File: src/rtl/fifo_sched_pkg.sv
// rtl/fifo_sched_pkg.sv - shared FSM encoding, defaults and index-width helper for the FIFO scheduler
package fifo_sched_pkg;

  typedef enum logic [1:0] {
    ST_IDLE    = 2'd0,
    ST_ISSUE   = 2'd1,
    ST_CAPTURE = 2'd2
  } sched_state_e;

  localparam int DEFAULT_NUM_CH    = 4;
  localparam int DEFAULT_BURST_LEN = 2;

  // Wide enough for any BURST_LEN up to 15.
  localparam int BURST_CNT_W = 4;

  function automatic int ch_idx_w(input int n);
    return (n > 1) ? $clog2(n) : 1;
  endfunction

endpackage

File: src/rtl/fifo_rr_scheduler_rr_pick.sv
// rtl/fifo_rr_scheduler_rr_pick.sv - combinational masked round-robin priority picker
// Ports:
//   req_i     request vector, one bit per channel
//   ptr_i     round-robin start index; lowest requester >= ptr_i wins, else lowest overall
//   gnt_oh_o  one-hot winner (all zero when no request)
//   gnt_idx_o binary index of the winner (zero when no request)
module rr_pick
  import fifo_sched_pkg::*;
#(
  parameter int N  = DEFAULT_NUM_CH,
  parameter int IW = ch_idx_w(N)
) (
  input  logic [N-1:0]  req_i,
  input  logic [IW-1:0] ptr_i,
  output logic [N-1:0]  gnt_oh_o,
  output logic [IW-1:0] gnt_idx_o
);

  logic [N-1:0] hi_mask;
  logic [N-1:0] masked;
  logic [N-1:0] pick_vec;

  always_comb begin
    hi_mask = '0;
    for (int i = 0; i < N; i++) begin
      hi_mask[i] = (i >= int'(ptr_i));
    end
  end

  assign masked   = req_i & hi_mask;
  // Fall back to the unmasked vector when nothing sits at or above the pointer (wrap).
  assign pick_vec = (|masked) ? masked : req_i;

  always_comb begin
    gnt_idx_o = '0;
    gnt_oh_o  = '0;
    // Descending scan so the last hit, the lowest index, is kept.
    for (int i = N - 1; i >= 0; i--) begin
      if (pick_vec[i]) begin
        gnt_idx_o = IW'(i);
      end
    end
    if (|pick_vec) begin
      gnt_oh_o[gnt_idx_o] = 1'b1;
    end
  end

endmodule

File: src/rtl/fifo_rr_scheduler.sv
// rtl/fifo_rr_scheduler.sv - round-robin burst scheduler draining NUM_CH upstream FIFOs into one output register
// Ports:
//   clk, reset      single clock, asynchronous active-high reset
//   ch_empty        per-FIFO empty flags
//   ch_almost_full  per-FIFO urgency hint (only with FIFO_SCHED_URGENT_EN defined)
//   ch_read_data    registered read data of each FIFO, channel i at [i*W +: W]
//   ch_read         registered one-hot read strobe, high for the single ISSUE cycle
//   out_valid/out_ready/out_data/out_ch  output word handshake and its source channel
// Optional feature macro: FIFO_SCHED_URGENT_EN (urgent channels beat non-urgent ones).
module fifo_rr_scheduler
  import fifo_sched_pkg::*;
#(
  parameter int NUM_CH          = DEFAULT_NUM_CH,
  parameter int FIFO_DATA_WIDTH = 8,
  parameter int BURST_LEN       = DEFAULT_BURST_LEN
) (
  input  logic                              clk,
  input  logic                              reset,
  input  logic [NUM_CH-1:0]                 ch_empty,
`ifdef FIFO_SCHED_URGENT_EN
  input  logic [NUM_CH-1:0]                 ch_almost_full,
`endif
  input  logic [NUM_CH*FIFO_DATA_WIDTH-1:0] ch_read_data,
  output logic [NUM_CH-1:0]                 ch_read,
  output logic                              out_valid,
  input  logic                              out_ready,
  output logic [FIFO_DATA_WIDTH-1:0]        out_data,
  output logic [$clog2(NUM_CH)-1:0]         out_ch
);

  localparam int CW = ch_idx_w(NUM_CH);
  localparam logic [NUM_CH-1:0] CH_ONE = NUM_CH'(1);

  sched_state_e               state_q;
  logic [NUM_CH-1:0]          ch_read_q;
  logic                       out_valid_q;
  logic [FIFO_DATA_WIDTH-1:0] out_data_q;
  logic [CW-1:0]              out_ch_q;
  logic [CW-1:0]              rr_ptr_q;
  logic [CW-1:0]              grant_q;
  logic [BURST_CNT_W-1:0]     burst_cnt_q;

  logic [NUM_CH-1:0]          req;
  logic                       can_arb;
  logic                       in_burst;
  logic                       chan_dry;
  logic                       preempt;
  logic                       keep_burst;
  logic [CW-1:0]              grant_inc;
  logic [CW-1:0]              rr_ptr_d;
  logic [CW-1:0]              grant_d;
  logic [NUM_CH-1:0]          read_oh_d;
  logic [BURST_CNT_W-1:0]     burst_inc;
  logic [FIFO_DATA_WIDTH-1:0] cap_word;

  logic [NUM_CH-1:0]          norm_oh;
  logic [CW-1:0]              norm_idx;
  logic [NUM_CH-1:0]          pick_oh;
  logic [CW-1:0]              pick_idx;

  assign req       = ~ch_empty;
  assign can_arb   = (!out_valid_q || out_ready) && (|req);
  assign in_burst  = (burst_cnt_q != '0);
  // The burst count is cleared the moment it reaches BURST_LEN, so a non-zero
  // count always means the current channel still has burst budget left.
  assign chan_dry  = in_burst && ch_empty[grant_q];
  assign grant_inc = (grant_q == CW'(NUM_CH - 1)) ? '0 : grant_q + CW'(1);
  assign burst_inc = burst_cnt_q + BURST_CNT_W'(1);
  assign cap_word  = ch_read_data[int'(grant_q)*FIFO_DATA_WIDTH +: FIFO_DATA_WIDTH];

  assign keep_burst = in_burst && !chan_dry && !preempt;
  // An abandoned burst hands priority to the channel after the old grant.
  assign rr_ptr_d   = (in_burst && !keep_burst) ? grant_inc : rr_ptr_q;
  assign grant_d    = keep_burst ? grant_q : pick_idx;
  assign read_oh_d  = keep_burst ? (CH_ONE << grant_q) : pick_oh;

  rr_pick #(
    .N  (NUM_CH),
    .IW (CW)
  ) u_pick_norm (
    .req_i     (req),
    .ptr_i     (rr_ptr_d),
    .gnt_oh_o  (norm_oh),
    .gnt_idx_o (norm_idx)
  );

`ifdef FIFO_SCHED_URGENT_EN
  logic [NUM_CH-1:0] urg_req;
  logic              urg_any;
  logic [NUM_CH-1:0] urg_oh;
  logic [CW-1:0]     urg_idx;

  assign urg_req = req & ch_almost_full;
  // Taken from the request vector rather than the picker to keep the pointer path acyclic.
  assign urg_any = |urg_req;
  assign preempt = in_burst && urg_any && !urg_req[grant_q];

  rr_pick #(
    .N  (NUM_CH),
    .IW (CW)
  ) u_pick_urg (
    .req_i     (urg_req),
    .ptr_i     (rr_ptr_d),
    .gnt_oh_o  (urg_oh),
    .gnt_idx_o (urg_idx)
  );

  assign pick_oh  = urg_any ? urg_oh  : norm_oh;
  assign pick_idx = urg_any ? urg_idx : norm_idx;
`else
  assign preempt  = 1'b0;
  assign pick_oh  = norm_oh;
  assign pick_idx = norm_idx;
`endif

  always_ff @(posedge clk or posedge reset) begin
    if (reset) begin
      state_q     <= ST_IDLE;
      ch_read_q   <= '0;
      out_valid_q <= 1'b0;
      out_data_q  <= '0;
      out_ch_q    <= '0;
      rr_ptr_q    <= '0;
      grant_q     <= '0;
      burst_cnt_q <= '0;
    end else begin
      // Consumed word drops here; CAPTURE below overrides in the same cycle.
      if (out_valid_q && out_ready) begin
        out_valid_q <= 1'b0;
      end

      case (state_q)
        ST_IDLE: begin
          if (can_arb) begin
            state_q   <= ST_ISSUE;
            grant_q   <= grant_d;
            ch_read_q <= read_oh_d;
            rr_ptr_q  <= rr_ptr_d;
            if (!keep_burst) begin
              burst_cnt_q <= '0;
            end
          end else if (chan_dry) begin
            rr_ptr_q    <= grant_inc;
            burst_cnt_q <= '0;
          end
        end

        ST_ISSUE: begin
          ch_read_q <= '0;
          state_q   <= ST_CAPTURE;
          if (burst_inc >= BURST_CNT_W'(BURST_LEN)) begin
            burst_cnt_q <= '0;
            rr_ptr_q    <= grant_inc;
          end else begin
            burst_cnt_q <= burst_inc;
          end
        end

        ST_CAPTURE: begin
          out_data_q  <= cap_word;
          out_ch_q    <= grant_q;
          out_valid_q <= 1'b1;
          state_q     <= ST_IDLE;
          // The empty flag now reflects the pop, so an exhausted channel ends its burst here.
          if (chan_dry) begin
            rr_ptr_q    <= grant_inc;
            burst_cnt_q <= '0;
          end
        end

        default: begin
          state_q   <= ST_IDLE;
          ch_read_q <= '0;
        end
      endcase
    end
  end

  assign ch_read   = ch_read_q;
  assign out_valid = out_valid_q;
  assign out_data  = out_data_q;
  assign out_ch    = out_ch_q;

endmodule

File: config.mk
export PLATFORM = sky130hd
export DESIGN_NAME = fifo_rr_scheduler
export DESIGN_NICKNAME = d
export VERILOG_FILES = /design/src/rtl/fifo_sched_pkg.sv /design/src/rtl/fifo_rr_scheduler_rr_pick.sv /design/src/rtl/fifo_rr_scheduler.sv
export SDC_FILE = /design/constraint.sdc
export NUM_CORES = 1
export LEC_CHECK = 0
export BUFFER_PORTS_ARGS = -buffer_cell sky130_fd_sc_hd__buf_2
export CORE_MARGIN = 5
export CORE_UTILIZATION = 55
export CTS_BUF_LIST = sky130_fd_sc_hd__clkbuf_16
export CTS_CLUSTER_SIZE = 10
export DETAILED_ROUTE_END_ITERATION = 10
export PLACE_DENSITY = 0.87
export SYNTH_ARGS = -nofsm -noshare
export SYNTH_HDL_FRONTEND = slang
export SYNTH_SLANG_ARGS = --single-unit
File: constraint.sdc
create_clock -name clk -period 3.94 [get_ports clk]
set_clock_uncertainty 0.1 [all_clocks]
set_input_delay 0 -clock clk [delete_from_list [all_inputs] [get_ports clk]]
set_output_delay 0 -clock clk [all_outputs]
set_load 0.01 [all_outputs]
==> results of run 1 <==
==> cells by family after synthesis <==
group                    share of synthesized area [%]
adder cells (fa/ha/maj)                           7.74
AO/OA/AOI/OAI                                     18.1
multiplexers                                      21.5
flip-flops                                        35.2
buffers and inverters                             4.57
AND/OR/NAND/NOR                                   12.9
==> path summary, 6_finish.rpt <==
| path | start | end | cells past startpoint |
|---|---|---|---|
| max in group asynchronous | reset | ch_read[3]$_DFFE_PP0P_ | 3 |
| min in group asynchronous | reset | out_data[7]$_DFFE_PP0P_ | 3 |
| worst min register to register | out_data[3]$_DFFE_PP0P_ | out_data[3]$_DFFE_PP0P_ | 1 |
| worst min-delay path | out_ready | out_valid$_DFFE_PP0P_ | 3 |
| worst max-delay path | grant_q[0]$_DFFE_PP0P_ | ch_read[0]$_DFFE_PP0P_ | 6 |
| worst max register to register | grant_q[0]$_DFFE_PP0P_ | ch_read[0]$_DFFE_PP0P_ | 6 |
==> layout by cell type, fill, tap and decap left out, types with 2 or more instances in the layout <==
master	n
nor2_1	10
a22o_1	3
dlygate4sd3_1	3
nand2b_1	4
buf_2	53
mux2_2	12
a22oi_1	3
mux4_2	9
ha_1	11
nand2_1	12
a21oi_1	8
a21boi_0	2
and3_1	2
inv_1	8
nor2b_1	3
o21a_1	3
o31ai_1	2
nand4_1	2
o21ai_0	5
mux2i_1	3
clkbuf_16	3
dfrtp_1	25
and2_1	2
==> metrics by stage <==
stage	worst slack (ns)	instances	util, %
final	1.07	258	70.2
after global routing	0.770	258	70.2
after CTS	1.03	258	70.2
after detailed placement	1.14	251	66.5
after global placement	1.24	251	66.5
after floorplan	1.73	164	-
==> critical path: cells and delay by family, from the launching register on <==
family | cells | cell delay (ns)
AO/OA/AOI/OAI | 2 | 0.43
flip-flops | 1 | 0.85
multiplexers | 2 | 1.09
AND/OR/NAND/NOR | 2 | 0.26
==> power by group through the flow <==
stage	clock [W]	combinational (W)	sequential [W]
after floorplan	0	0.000609	0.000467
after global placement	0	0.000783	0.000484
after detailed placement	0	0.000803	0.000492
after CTS	0.000238	0.000822	0.000489
after global routing	0.000247	0.000904	0.000505
final	0.000237	0.000823	0.000485
==> area by class of cell <==
class / count / area share, %
timing repair buffer: 56 / 13.7
clock buffer: 3 / 3.47
multi-input combinational: 121 / 49.6
tap: 44 / 2.55
sequential: 25 / 28.9
inverter: 8 / 1.39
clock inverter: 1 / 0.405
==> state kept, by name, summed over array words and instances, names as in the netlist <==
register,cells
burst_cnt_q,4
ch_read,4
grant_q,2
out_ch,2
out_data,8
out_valid,1
rr_ptr_q,2
state_q,2
==> layer usage <==
layer / vias up / routed length [um] / global-route usage, %
met5: - / 0 / 0
met4: 0 / 49 / 6.08
met3: 6 / 292 / 3.37
met2: 60 / 2220 / 37.3
met1: 744 / 1700 / 27.1
li1: 716 / - / -
==> flow_metrics.tcl, run 1 <==
set metrics [dict create \
    synth_cell_type_count 50 \
    cts-root-buf "clkbuf_16" \
    antenna_found_initial 0 \
    synth_top_cells_by_count "25 x dfrtp_1, 12 x mux2_2, 12 x nand2_1" \
    diodes 0 \
    start_util_pct 57.8 \
    grt_pass1_vias 1584 \
    clockBufferDepth 2 \
    finalWeightedCongestion 0.835 \
    p_leak_nw 1.02 \
    route.antenna.remaining_nets 0 \
    post_cts_resized 0 \
    grt_pass1_wl_um 7220 \
    cp_max_fo 17 \
    p_seq_share_pct 31.4 \
    dr.pass1.iters 4 \
    drive_gt1_share_pct 40.7 \
    io_pins 54 \
    critPathCaptureType "flip-flop" \
    wl_per_cell_um 16.5 \
    multi_input_area_um2 1070 \
    drc 0 \
    final_area_um2 2160 \
    n_fill_cell 227 \
    synth_area_leaders "dfrtp_1 35%, mux4_2 11%, ha_1 7.7%, mux2_2 7.6%, nand2_1 2.5%" \
    hold_viol 0 \
    crit_type "reg2reg" \
    synth-edff-count 0 \
    cts_tree "yes" \
    synth-seq-area-share_pct 35.2 \
    yosys.area.top_type "dfrtp_1" \
    clk_pin_slew_ns 0.06 \
    grt_max_degree 26 \
    cts_setup_buffers 0 \
    via_count 1526 \
    syn_inst 164 \
    cts_sinks 25 \
    initialDrtViolationCount 95 \
    cp_slowest_stage_delay_ns 0.85 \
    p_int_w 0.000901 \
    finalSetupTns_ns 0 \
    p_sw_share_pct 41.7 \
    viasPerCell 5.91 \
    synth_top_area_share_pct 35.2 \
    cts_hold_buf 3 \
    reg2reg_slack_ns 1.07 \
    max-vdd-ir-drop_mv 0.407 \
    final_max_slew_viol_count 0 \
    p_clk_share_pct 15.3 \
    gr-total-overflow 0 \
    ys_warn_count 0 \
    yosysMostFrequentCell "dfrtp_1" \
    slew_headroom_pct 37.5 \
    ys.flop_type "dfrtp_1" \
    die_w_um 66.9 \
    dpl.hpwl_um 3120 \
    hold_ws_ns 0.00820 \
    outcome "finished, final reports clean" \
    area_growth_pct 21.5 \
    cp.arrival_ns 2.88 \
    dieArea_um2 4470 \
    rsz0062_at_grt "false" \
    crit_path_start_kind "flip-flop" \
    coreArea_um2 3080 \
    placed_area_um2 2050 \
    avgSynthCellArea_um2 10.8 \
    syn_nets 214 \
    worstPathCellList "mux4_2 -> nand2b_4 -> mux2i_1 -> nor2_1 -> o211ai_1 -> o311ai_0" \
    fin_crit_ns 2.87 \
    ys_async_sr_fraction_pct 100 \
    die_h_um 66.9 \
    worst_pin_slew_ns 0.937 \
    p_switching_w 0.000643 \
    htreeDepth 1 \
    crit_required_ns 3.94 \
    clock_latency_ns 0.26 \
    setup_viol_count_final 0 \
    numCtsBuffers 3 \
    track_usage_pct 21.3 \
    total_power_w 0.00154 \
    synth_area_um2 1780 \
    final-seq-area_um2 626 \
    io_buffers 53 \
    ys_seq_elements 25 \
    nets 265 \
    power_density_nw_per_um2 714 \
    num_rows 20 \
    finalWirelength_um 4270 \
    fin_crit_sh_pct 72.9 \
    critical-path-slowest-cell "dfrtp_1" \
    drv_cap 0 \
    p_comb_share_pct 53.3 \
    fmax_mhz 348 \
    hold_class "in2reg" \
]
(Power assumes the default switching activity.)
==> run 2, diff against run 1 <==
--- a/config.mk
+++ b/config.mk
@@ -5,13 +5,14 @@
 export SDC_FILE = /design/constraint.sdc
 export NUM_CORES = 1
 export LEC_CHECK = 0
+export ABC_AREA = 1
 export BUFFER_PORTS_ARGS = -buffer_cell sky130_fd_sc_hd__buf_2
 export CORE_MARGIN = 5
-export CORE_UTILIZATION = 55
+export CORE_UTILIZATION = 46
 export CTS_BUF_LIST = sky130_fd_sc_hd__clkbuf_16
 export CTS_CLUSTER_SIZE = 10
 export DETAILED_ROUTE_END_ITERATION = 10
-export PLACE_DENSITY = 0.87
+export PLACE_DENSITY = 0.78
 export SYNTH_ARGS = -nofsm -noshare
 export SYNTH_HDL_FRONTEND = slang
 export SYNTH_SLANG_ARGS = --single-unit
==> constraint.sdc (replaced) <==
create_clock -name clk -period 2.6 [get_ports clk]
set_clock_uncertainty 0.1 [all_clocks]
set_input_delay 0 -clock clk [delete_from_list [all_inputs] [get_ports clk]]
set_output_delay 0 -clock clk [all_outputs]
set_load 0.01 [all_outputs]
==> run 2 against run 1 <==
  * The run now ends with hold timing left
  * Largest cell class unchanged
  * Register-to-register slack got worse by 0.56 ns
  * Sequential share of layout area fell by 1.4 points
  * Area after synthesis fell by 3.8%
  * Sequential power rose by 31%
  * Clock power rose by 44%
==> flow_metrics.tcl, run 2 <==
set metrics [dict create \
    p_clk_share_pct 14.1 \
    synth-seq-area-share_pct 36.5 \
    p_leak_nw 1.21 \
    cts_sinks 25 \
    p_seq_share_pct 26.2 \
    io_buffers 53 \
    max-vdd-ir-drop_mv 0.562 \
    p_comb_share_pct 59.7 \
    syn_nets 286 \
    clock_latency_ns 0.26 \
    wl_per_cell_um 12.7 \
    diodes 0 \
    drive_gt1_share_pct 25.5 \
    ys_seq_elements 25 \
    route.antenna.remaining_nets 0 \
    nets 357 \
    drv_cap 0 \
    yosys.area.top_type "dfrtp_1" \
    die_w_um 71 \
    clockBufferDepth 2 \
    power_density_nw_per_um2 1060 \
    critical-path-slowest-cell "dfrtp_1" \
    dpl.hpwl_um 3180 \
    drc 0 \
    synth-edff-count 0 \
    hold_class "in2reg" \
    fmax_mhz 478 \
    finalWeightedCongestion 0.858 \
    synthXorXnorAreaFrac_pct 1.02 \
    viasPerCell 4.90 \
    cp_max_fo 12 \
    io_pins 54 \
    synth-simple-area-share_pct 30.7 \
    hold_path_end "out_data[1]$_DFFE_PP0P_" \
    ys.flop_type "dfrtp_1" \
    worstRegToRegCells 13 \
    outcome "finished with violations" \
    final_max_slew_viol_count 0 \
    grt_pass1_wl_um 8060 \
    initialDrtViolationCount 101 \
    worstPathCellList "inv_1 -> ha_1 -> nand4_1 -> nand2_2 -> nand2_2 -> nand2_4 -> nand3_2 -> nand2_2 -> nor2_2 -> nand2_1 -> nand2_1 -> nand2_1 -> nand2_1" \
    crit_path_frequent_cell "nand2_1" \
    cp.arrival_ns 2.19 \
    reg2reg_from "grant_q[1]$_DFFE_PP0P_" \
    p_sw_share_pct 45.2 \
    cts-root-buf "clkbuf_16" \
    critPathCaptureType "flip-flop" \
    layout_setup_ws_ns 0.509 \
    dieArea_um2 5040 \
    synth_top_area_share_pct 36.5 \
    rsz0062_at_grt "false" \
    post_cts_resized 0 \
    synth-compound-area-share_pct 15.1 \
    grt_max_degree 26 \
    num_rows 22 \
    reg2reg_slack_ns 0.51 \
    synth_area_leaders "dfrtp_1 37%, nor2_1 10%, nand2_1 9.9%, ha_1 8.0%, o21ai_0 7.6%" \
    numCtsBuffers 3 \
    crit_type "reg2reg" \
    avgSynthCellArea_um2 7.25 \
    gr-total-overflow 0 \
    track_usage_pct 19.5 \
    yosysMostFrequentCell "nor2_1" \
    setup_viol_count_final 0 \
    p_int_w 0.00133 \
    area_growth_pct 32.9 \
    ys_async_sr_fraction_pct 100 \
    synth_cell_type_count 26 \
    fin_crit_sh_pct 80.4 \
    via_count 1733 \
    muxShareOfSynthArea_pct 0 \
    clk_pin_slew_ns 0.06 \
    dr.pass1.iters 4 \
    worst_pin_slew_ns 0.980 \
    p_switching_w 0.00109 \
    finalSetupTns_ns 0 \
    final_cell_mix "53 x buf_2, 46 x nor2_1, 45 x nand2_1" \
    cp_slowest_stage_delay_ns 0.38 \
    synth_top_cells_by_count "46 x nor2_1, 45 x nand2_1, 27 x inv_1" \
    finalWirelength_um 4510 \
    largest_reg_flops 8 \
    slew_headroom_pct 34.6 \
    crit_path_start_kind "flip-flop" \
    synth_fa_ha_area_share_pct 8.04 \
    cts_tree "yes" \
    crit_required_ns 2.70 \
    whs_path_depth 3 \
    htreeDepth 1 \
    layout_commonest_cell "buf_2" \
    ys_warn_count 0 \
    synth_top_family_by_area "simple AND/OR/NAND/NOR gates" \
    syn_inst 236 \
    coreArea_um2 3630 \
    r2r_end "ch_read[1]$_DFFE_PP0P_" \
    start_util_pct 47.1 \
    hold_ws_ns -0.00417 \
    pre_cts_ws_ns 0.556 \
    grt_pass1_vias 1803 \
    antenna_found_initial 0 \
    failed_checks "hold timing" \
    die_h_um 71 \
    min_from "ch_read_data[25]" \
    hold_viol 1 \
    synth_area_um2 1710 \
    fin_crit_ns 2.09 \
]
-- run 2: cell count changes after synthesis, sizes merged, moves of 5 or more --
cell | previous run | this run
a31oi | 0 | 11
inv | 8 | 28
mux2 | 13 | 0
mux4 | 9 | 0
nand2 | 12 | 54
nand2b | 5 | 0
nand3 | 1 | 9
nor2 | 11 | 48
o21ai | 5 | 28
-- run 2: per-stage QoR --
stage | util (%) | total power (W) | cell area [um^2] | cells
global placement | 55.7 | 0.00192 | 2020 | 333
floorplan | - | 0.00158 | 1710 | 236
finish | 62.6 | 0.00242 | 2270 | 354
global route | 62.6 | 0.00266 | 2270 | 354
CTS | 62.6 | 0.00240 | 2270 | 354
detailed placement | 55.7 | 0.00193 | 2020 | 333
-- run 2: layout make-up --
| class | instances | area, um^2 |
|---|---|---|
| timing repair buffer | 74 | 465 |
| inverter | 28 | 105 |
| multi-input combinational | 175 | 938 |
| fill | 329 | 1360 |
| sequential | 25 | 626 |
| tap | 48 | 60.1 |
| clock inverter | 1 | 5.00 |
| clock buffer | 3 | 75.1 |
-- run 2: kinds of logic (layout without fill, tap and decap cells) --
kind of cell	Yosys count	in the layout
AO/OA/AOI/OAI	47	47
AND/OR/NAND/NOR	115	115
XOR/XNOR	2	2
buffers and inverters	36	106
flip-flops	25	25
adder cells (fa/ha/maj)	11	11
-- run 2: worst max path at each step --
stage	start	end	slack [ns]	depth (start not counted)
final	grant_q[1]$_DFFE_PP0P_	ch_read[1]$_DFFE_PP0P_	0.51	13
after CTS	grant_q[1]$_DFFE_PP0P_	ch_read[3]$_DFFE_PP0P_	0.51	13
after global routing	grant_q[1]$_DFFE_PP0P_	ch_read[1]$_DFFE_PP0P_	0.28	13
after detailed placement	grant_q[1]$_DFFE_PP0P_	ch_read[3]$_DFFE_PP0P_	0.56	13
after floorplan	grant_q[0]$_DFFE_PP0P_	ch_read[3]$_DFFE_PP0P_	0.53	15
after global placement	grant_q[1]$_DFFE_PP0P_	ch_read[3]$_DFFE_PP0P_	0.64	13
-- run 2: timing repair --
item,CTS,global route
buffers inserted,0,0
hold buffers,17,0
hold endpoints to repair,34,0
-- run 2: critical path, delay by kind of cell, from the launching register on --
kind	cells	cell delay, ns
and+or+nand+nor	11	0.90
buffers and inverters	1	0.32
adders and majority gates	1	0.34
DFF	1	0.38
-- run 2: power by group through the flow --
stage	Combinational [W]	Clock, W	Sequential, W
floorplan	0.000895	0	0.000687
global placement	0.00128	0	0.000633
detailed placement	0.00129	0	0.000640
CTS	0.00142	0.000348	0.000635
global route	0.00164	0.000363	0.000657
finish	0.00145	0.000341	0.000634
-- run 2: layer usage --
layer,track usage (%),up-vias,part of all wire [%]
li1,-,897,-
met1,23.5,774,43
met2,35.0,58,50
met3,4.97,4,6.5
met4,3.97,0,0.44
met5,0,-,0
